### config.mk
export PLATFORM = sky130hd
export DESIGN_NAME = mem_access_unit
export DESIGN_NICKNAME = d
export VERILOG_FILES = /design/src/rtl/mem_pkg.sv /design/src/rtl/mem_access_unit.sv
export SDC_FILE = /design/constraint.sdc
export NUM_CORES = 1
export LEC_CHECK = 0
export ABC_CLOCK_PERIOD_IN_PS = 2200
export BUFFER_PORTS_ARGS = -buffer_cell sky130_fd_sc_hd__buf_2
export CAP_MARGIN = 20
export CORE_MARGIN = 2
export CORE_UTILIZATION = 49
export CTS_CLUSTER_SIZE = 40
export DETAILED_ROUTE_END_ITERATION = 16
export PLACE_DENSITY_LB_ADDON = 0.2
export SYNTH_ARGS = -nofsm -noshare
export SYNTH_HDL_FRONTEND = slang
export SYNTH_SLANG_ARGS = --single-unit
### constraint.sdc
create_clock -name clk -period 2.2 [get_ports clk]
set_input_delay 0.22 -clock clk [delete_from_list [all_inputs] [get_ports clk]]
set_output_delay 0.22 -clock clk [all_outputs]
set_load 0.1 [all_outputs]
### src/rtl/mem_pkg.sv
// -----------------------------------------------------------------------------
// mem_pkg
// Constants shared by mem_access_unit and memory_ram: the default address and
// data widths of the 512-word RAM, the width and ceiling of the access wait
// counter, and the access-controller state encoding.
// No ports (package).
// -----------------------------------------------------------------------------
package mem_pkg;

   localparam int unsigned MEM_ADDR_W = 9;
   localparam int unsigned MEM_DATA_W = 32;

   // The wait counter is 4 bits wide, so at most 15 extra strobe cycles.
   localparam int unsigned WAIT_W   = 4;
   localparam int unsigned WAIT_MAX = 15;

   typedef enum logic [1:0] {
      ST_IDLE    = 2'd0,
      ST_ACCESS  = 2'd1,
      ST_CAPTURE = 2'd2,
      ST_DONE    = 2'd3
   } mau_state_e;

   // Counter load value for a given number of extra wait cycles. Values
   // beyond the counter range saturate instead of wrapping to a short access.
   function automatic logic [WAIT_W-1:0] wait_load(input int unsigned cycles);
      if (cycles > WAIT_MAX) begin
         return WAIT_W'(WAIT_MAX);
      end else begin
         return WAIT_W'(cycles);
      end
   endfunction

endpackage : mem_pkg

### src/rtl/mem_access_unit.sv
// -----------------------------------------------------------------------------
// mem_access_unit
// Single-request memory access controller between the MAR/MDR side of the
// datapath and memory_ram. A request is accepted only in IDLE; its address,
// write data and direction are latched, the matching RAM strobe is held for
// 1+WAIT_CYCLES cycles, read data is captured into rdata one cycle later, and
// completion is flagged by a one-cycle done pulse.
// Ports:
//   clk        in   clock, rising edge
//   clear      in   synchronous active-low reset
//   req        in   request, sampled only in IDLE
//   we         in   1 = write, 0 = read, sampled with req
//   addr       in   request address, sampled with req
//   wdata      in   request write data, sampled with req
//   busy       out  high in every state except IDLE
//   done       out  one-cycle completion pulse
//   rdata      out  last captured read data
//   mem_read   out  RAM read strobe
//   mem_write  out  RAM write strobe
//   mem_addr   out  RAM address
//   mem_wdata  out  RAM write data
//   mem_rdata  in   RAM read data, valid the cycle after a read edge
// -----------------------------------------------------------------------------
module mem_access_unit
   import mem_pkg::*;
#(
   parameter int unsigned ADDR_W      = MEM_ADDR_W,
   parameter int unsigned DATA_W      = MEM_DATA_W,
   parameter int unsigned WAIT_CYCLES = 0
) (
   input  logic              clk,
   input  logic              clear,
   input  logic              req,
   input  logic              we,
   input  logic [ADDR_W-1:0] addr,
   input  logic [DATA_W-1:0] wdata,
   output logic              busy,
   output logic              done,
   output logic [DATA_W-1:0] rdata,
   output logic              mem_read,
   output logic              mem_write,
   output logic [ADDR_W-1:0] mem_addr,
   output logic [DATA_W-1:0] mem_wdata,
   input  logic [DATA_W-1:0] mem_rdata
);

   localparam logic [WAIT_W-1:0] WAIT_LOAD = wait_load(WAIT_CYCLES);

   mau_state_e        state_r;
   mau_state_e        state_s;
   logic [WAIT_W-1:0] count_r;
   logic [WAIT_W-1:0] count_s;
   logic              op_r;       // latched direction: 1 = write
   logic              op_s;
   logic              accept_s;   // request taken at this edge
   logic              capture_s;  // RAM read data captured at this edge

   // Next-state, counter and op-bit decode.
   always_comb begin
      state_s   = state_r;
      count_s   = count_r;
      op_s      = op_r;
      accept_s  = 1'b0;
      capture_s = 1'b0;
      case (state_r)
         ST_IDLE: begin
            if (req) begin
               state_s  = ST_ACCESS;
               count_s  = WAIT_LOAD;
               op_s     = we;
               accept_s = 1'b1;
            end else begin
               state_s  = ST_IDLE;
            end
         end
         ST_ACCESS: begin
            if (count_r == {WAIT_W{1'b0}}) begin
               // Reads need one more cycle for the RAM output register.
               if (op_r) begin
                  state_s = ST_DONE;
               end else begin
                  state_s = ST_CAPTURE;
               end
            end else begin
               state_s = ST_ACCESS;
               count_s = count_r - WAIT_W'(1);
            end
         end
         ST_CAPTURE: begin
            capture_s = 1'b1;
            state_s   = ST_DONE;
         end
         ST_DONE: begin
            // req is deliberately ignored here; it is taken in the next IDLE.
            state_s = ST_IDLE;
         end
         default: begin
            state_s = ST_IDLE;
         end
      endcase
   end

   // State, counter and latched-request registers.
   always_ff @(posedge clk) begin
      if (!clear) begin
         state_r   <= ST_IDLE;
         count_r   <= {WAIT_W{1'b0}};
         op_r      <= 1'b0;
         mem_addr  <= {ADDR_W{1'b0}};
         mem_wdata <= {DATA_W{1'b0}};
      end else begin
         state_r <= state_s;
         count_r <= count_s;
         op_r    <= op_s;
         // Address/data hold their last values outside an accepted request.
         if (accept_s) begin
            mem_addr  <= addr;
            mem_wdata <= wdata;
         end else begin
            mem_addr  <= mem_addr;
            mem_wdata <= mem_wdata;
         end
      end
   end

   // Registered status and strobe outputs, decoded from the next state so
   // they line up with the state register and never pass req through
   // combinationally.
   always_ff @(posedge clk) begin
      if (!clear) begin
         busy      <= 1'b0;
         done      <= 1'b0;
         mem_read  <= 1'b0;
         mem_write <= 1'b0;
      end else begin
         busy      <= (state_s != ST_IDLE);
         done      <= (state_s == ST_DONE);
         mem_write <= (state_s == ST_ACCESS) &&  op_s;
         mem_read  <= (state_s == ST_ACCESS) && !op_s;
      end
   end

   // Read holding register (MDR feed); only a completing read updates it.
   always_ff @(posedge clk) begin
      if (!clear) begin
         rdata <= {DATA_W{1'b0}};
      end else if (capture_s) begin
         rdata <= mem_rdata;
      end else begin
         rdata <= rdata;
      end
   end

endmodule : mem_access_unit

======== Word-level counts from Yosys, hierarchy flattened ========
Cells that the tools add are included.
word-level totals
  output and inout bits ................... 77
  bits in registers ....................... 84
  input port bits ......................... 77
  logic and storage cells ................. 38
operators by class
  reduce and logical (&&, ||, !) cells .... 8
  $add $sub $neg .......................... 1
  eq/ne operators ......................... 7
  multiplexer cells ....................... 12
operator list
  operator                                          number
  two-way mux 4 bit                                 2
  case mux 2 bit (4 select lines)                   1
  case mux 4 bit (2 select lines)                   1
  two-way mux 1 bit                                 7
  == test 2 bit, second input constant              3
  == test 2 x 1 -> 1 bit, second input constant     2
  logical NOT 4 bit                                 1
  != test 2 bit, second input constant              2
  nonzero test 2 bit                                2
  subtractor 4 x 1 -> 4 bit, second input constant  1
  AND reduction 3 bit                               1
  logical AND 1 bit                                 2
  logical NOT 2 bit                                 1
  two-way mux 2 bit                                 1
  logical NOT 1 bit                                 1

======== Depth between registers and ports, before layout ========
  depth after elaboration ................. 5
  depth in mapped cells ................... 6

======== Least setup slack after synthesis ========
No wires, ideal clock.
  kind .................................... reg-to-reg
  start point ............................. register count_r[0]
  end point ............................... register count_r[3]
  buffers on the path ..................... 0
  data required time ...................... 2130 ps
  library setup time ...................... 70 ps
  setup slack ............................. 797 ps
  arrival ................................. 1334 ps
  stages on the path, launching flop included .. 6
  cell sequence ........................... dfxtp_1 > inv_1 > ha_1 > nor3b_2 > or4_1 > a21oi_1
on the way
  cells in the longest elaborated chain, start to end .. 3
RTL lines
  what                                                                    line                                          RTL
  start: declaration                                                      mem_access_unit.sv:51                         logic [WAIT_W-1:0] count_r;
  start signal: assignment                                                mem_access_unit.sv:107                        count_r <= {WAIT_W{1'b0}};
  start signal: assignment                                                mem_access_unit.sv:113                        count_r <= count_s;
  subtractor 4 x 1 -> 4 bit or logical NOT 4 bit (tied branches)          mem_access_unit.sv:86, mem_access_unit.sv:77
  two-way mux 4 bit or != test 2 bit (tied branches)                      -
  case mux 4 bit (2 select lines) or AND reduction 3 bit (tied branches)  -
Parallel ways exist; a longest one is shown, timed or not. The select of a mux whose other input is x is not followed.
A chain may end at the register's enable or synchronous reset.

======== Worst setup path in the final report ========
  start point ............................. register state_r[0]
  end point ............................... register mem_wdata[30]
on the way
  cells in the longest elaborated chain, start to end .. 2
RTL lines
  what                      line                    RTL
  start: declaration        mem_access_unit.sv:49   mau_state_e state_r;
  start signal: assignment  mem_access_unit.sv:112  state_r <= state_s;
  logical NOT 2 bit         mem_access_unit.sv:65   case (state_r)
  two-way mux 1 bit         mem_access_unit.sv:65
  end signal: assignment    mem_access_unit.sv:110  mem_wdata <= {DATA_W{1'b0}};
  end signal: assignment    mem_access_unit.sv:118  mem_wdata <= wdata;
  end signal: assignment    mem_access_unit.sv:121  mem_wdata <= mem_wdata;
  end: declaration          mem_access_unit.sv:43   output logic [DATA_W-1:0] mem_wdata,
No other way between the ends.

==> summary.txt <==
Worst setup path
  – Max stage delay on crit path: 560 ps
  – Top delay family on crit path: flip-flops
  – CP Launch Point: state_r[0]$_SDFF_PN0_
  – Reg2Reg Setup Slack: 420 ps
  – CP cell instances: or3b_1 > buf_4 > nand2_1 > a21boi_1
  – Crit-path slowest cell: dfxtp_1
  – Reg2reg path depth: 4
  – CP Data Required Time: 2470 ps
  – CP Depth: 4
  – WP buf/inv: 1
  – Worst Path Arrival: 2050 ps
  – FF-to-FF End: mem_wdata[30]$_SDFFE_PN0P_
  – Setup crit end kind: register
  – R2R Path Start: state_r[0]$_SDFF_PN0_
  – End of the critical path: mem_wdata[30]$_SDFFE_PN0P_
  – Max Fanout on Critical Path: 32
  – Critical path startpoint category: register
  – Critical path class: reg -> reg

Layout
  – Ant. Diodes: 0
  – Share of layout cells above drive strength 1: 34.0%
  – Post-route cell area: 4240 um2
  – Fin nets: 594
  – Storage cell area: 1680 um2
  – Fill cells: 563
  – Area Overhead vs Synth: 32.4%
  – Footprint of the multi-input gates: 1370 um2

Power
  – Comb power frac: 27.3%
  – Reg power frac: 39.3%
  – P per Cell Area: 1010 nW/um2
  – Pleak: 1.99 nW
  – Clock power frac: 33.4%
  – Int Pwr: 2.74 mW
  – Max rail drop VDD: 531 uV
  – NetSw: 1.53 mW
  – Switching Share: 35.8%

Drt
  – Initial drt markers: 79
  – Total number of vias: 2894
  – First-pass detailed-route iteration total: 6
  – Vias per inst: 4.84
  – DRC: 0
  – Routed Antenna Nets: 0
  – Routed len/inst: 12.3 um
  – Drt total wl: 7340 um

CTS
  – H-tree levels: 3
  – Hold buffer count at CTS: 0
  – CTS sink cnt: 84
  – CTS tree: built
  – Cts repair resizes: 0
  – Skew-Pair Late Insertion Delay: 350 ps
  – CTS Buf Count: 9
  – Buffer count from post-CTS setup fixing: 0
  – Max Buffers Root-to-Sink: 2
  – Clock transition at path regs: 80 ps
  – CTS Root Cell: clkbuf_8

Floorplan
  – Initial Util: 50.4%
  – Die height: 84.9 um
  – Row cnt: 29
  – # IOs: 154
  – Core Area: 6350 um2
  – Die width: 84.9 um
  – Die area: 7200 um2

Synth
  – Post-synth design cell area: 3200 um2
  – Avg Synthesized Cell Area: 8.54 um2
  – Post-synth cell types: 27
  – Mapped Nets: 453
  – Number of warnings issued by yosys: 0
  – Syn Inst Count: 375
  – Sequential area share after synthesis: 52.5%
  – Yosys reg bits: 84

STA
  – RSZ-0062 raised after global routing: false
  – Slew Viols, Final: 0
  – Max transition margin: 63.4%
  – Final Critical Period: 1780 ps
  – Fin crit share: 81.1%
  – Fin Setup TNS: 0 ps
  – Actual slew at the worst max-slew pin: 547 ps
  – Peak Freq: 560 MHz
  – Finish-stage setup viols: 0
  – Clock Skew: 10.3 ps
  – Final Hold Vio Count: 0

Flow run
  – Max-cap viol count: 0

Global route
  – Largest net degree at the start of global routing: 42
  – Total global routing overflow: 0
  – GR met1 Demand/Resource: 23.3%
  – Initial antenna violation count: 0
  – Vias in the first global route: 2789
  – First-pass GRT wire length: 11900 um
  – Met3 usage: 7.49%
  – Total track usage: 20.3%
  – M2 GR Usage: 34.5%
  – Busiest grt layer: met2

Placed design
  – GPL Wtd Cong: 0.761
  – Area post-placement: 3980 um2
  – Port bufs: 153
  – Dpl hpwl: 5030 um

Min path
  – Hold Crit Class: in -> reg

Run status
  – Status: finished, final reports clean
-- area by class of cell --
| class | instances | area share [%] |
|---|---|---|
| repair buffers | 159 | 19.1 |
| well taps | 77 | 2.27 |
| flip-flops and latches | 84 | 39.6 |
| inverters | 4 | 0.354 |
| clock buffers | 12 | 3.42 |
| clock inverters | 4 | 2.83 |
| multi-input cells | 258 | 32.4 |
-- worst min path at each step --
stage	cells after the start	end	startpoint
after floorplan	2	mem_wdata[7]$_SDFFE_PN0P_	wdata[7]
after global placement	2	mem_addr[3]$_SDFFE_PN0P_	mem_addr[3]$_SDFFE_PN0P_
after detailed placement	2	mem_wdata[24]$_SDFFE_PN0P_	mem_wdata[24]$_SDFFE_PN0P_
after CTS	3	rdata[13]$_SDFFE_PN0N_	mem_rdata[13]
after global routing	3	rdata[16]$_SDFFE_PN0N_	mem_rdata[16]
final	3	mem_wdata[8]$_SDFFE_PN0P_	wdata[8]
-- layer usage --
layer  routed length (um)  share of wire [%]
met1                 3120                 43
met2                 3440                 47
met3                  623                8.5
met4                  144                2.0
met5                    0                  0
-- tightest hold or removal path, stage by stage --
cell and delay (ps):
buf_2 90, nand2_1 40, a21boi_1 50
-- power groups by stage --
stage                     logic, mW  clock network, mW  registers (mW)
after floorplan               0.258                  0            2.42
after global placement         1.16                  0            1.71
after detailed placement       1.17                  0            1.72
after CTS                      1.17               1.46            1.68
after global routing           1.23               1.51            1.69
final                          1.17               1.43            1.68
-- registers in the layout, summed over array words and instances (netlist names) --
| name | count |
|---|---|
| state_r | 2 |
| rdata | 32 |
| done | 1 |
| busy | 1 |
| count_r | 4 |
| mem_wdata | 32 |
| op_r | 1 |
| mem_read | 1 |
| mem_write | 1 |
| mem_addr | 9 |
-- synth_stat cells, drive strengths merged --
cell type | n | area share, %
clkbuf | 12 | 1.4
nor3b | 3 | 1.0
or3b | 1 | 0.27
and2 | 1 | 0.20
nand2b | 2 | 0.63
nand3 | 1 | 0.16
o21a | 1 | 0.23
or3 | 3 | 0.59
o211ai | 2 | 0.47
nor2 | 3 | 0.35
nor2b | 4 | 0.78
and3 | 1 | 0.20
ha | 1 | 0.39
and3b | 1 | 0.27
nand2 | 148 | 17
buf | 17 | 3.0
o21ai | 3 | 0.47
mux2i | 1 | 0.31
a21oi | 4 | 0.63
or4 | 2 | 0.47
inv | 4 | 0.47
dfxtp | 84 | 52
a21boi | 76 | 18
-- cell usage in the layout, fill, tap and decap left out, types with 2 or more instances in the layout --
master	Yosys	routed
inv_1	4	4
bufinv_16	0	4
o211ai_1	2	2
buf_4	0	6
or3_1	3	3
or4_1	2	2
dfxtp_1	84	84
o21ai_0	3	3
nand2_1	148	148
clkbuf_8	0	10
a21boi_0	14	14
clkbuf_1	12	2
a21boi_1	62	62
nor2_1	3	3
nor2b_1	4	3
a21oi_1	4	4
buf_2	15	153
-- through the flow --
stage          utilization [%]  power [mW]  hold slack [ps]  worst slack [ps]  instances
3_3_place_gp              62.6        2.87              437               550        582
3_5_place_dp              62.6        2.89              442               468        582
5_1_grt                   66.8        4.43             92.4               233        598
2_1_floorplan                -        2.68              355               797        375
4_1_cts                   66.8        4.32             84.1               404        598
6_report                  66.8        4.28             96.2               415        598
-- kinds of logic after synthesis --
kind of cell    count (synthesis)  share of synthesized area [%]
flops                          84                           52.5
buf+inv                        33                           4.92
simple gates                  170                           22.3
compound gates                 86                           19.6
mux                             1                          0.313
fa+ha+maj                       1                          0.391
Note: power is estimated with default switching activity, not from simulation.
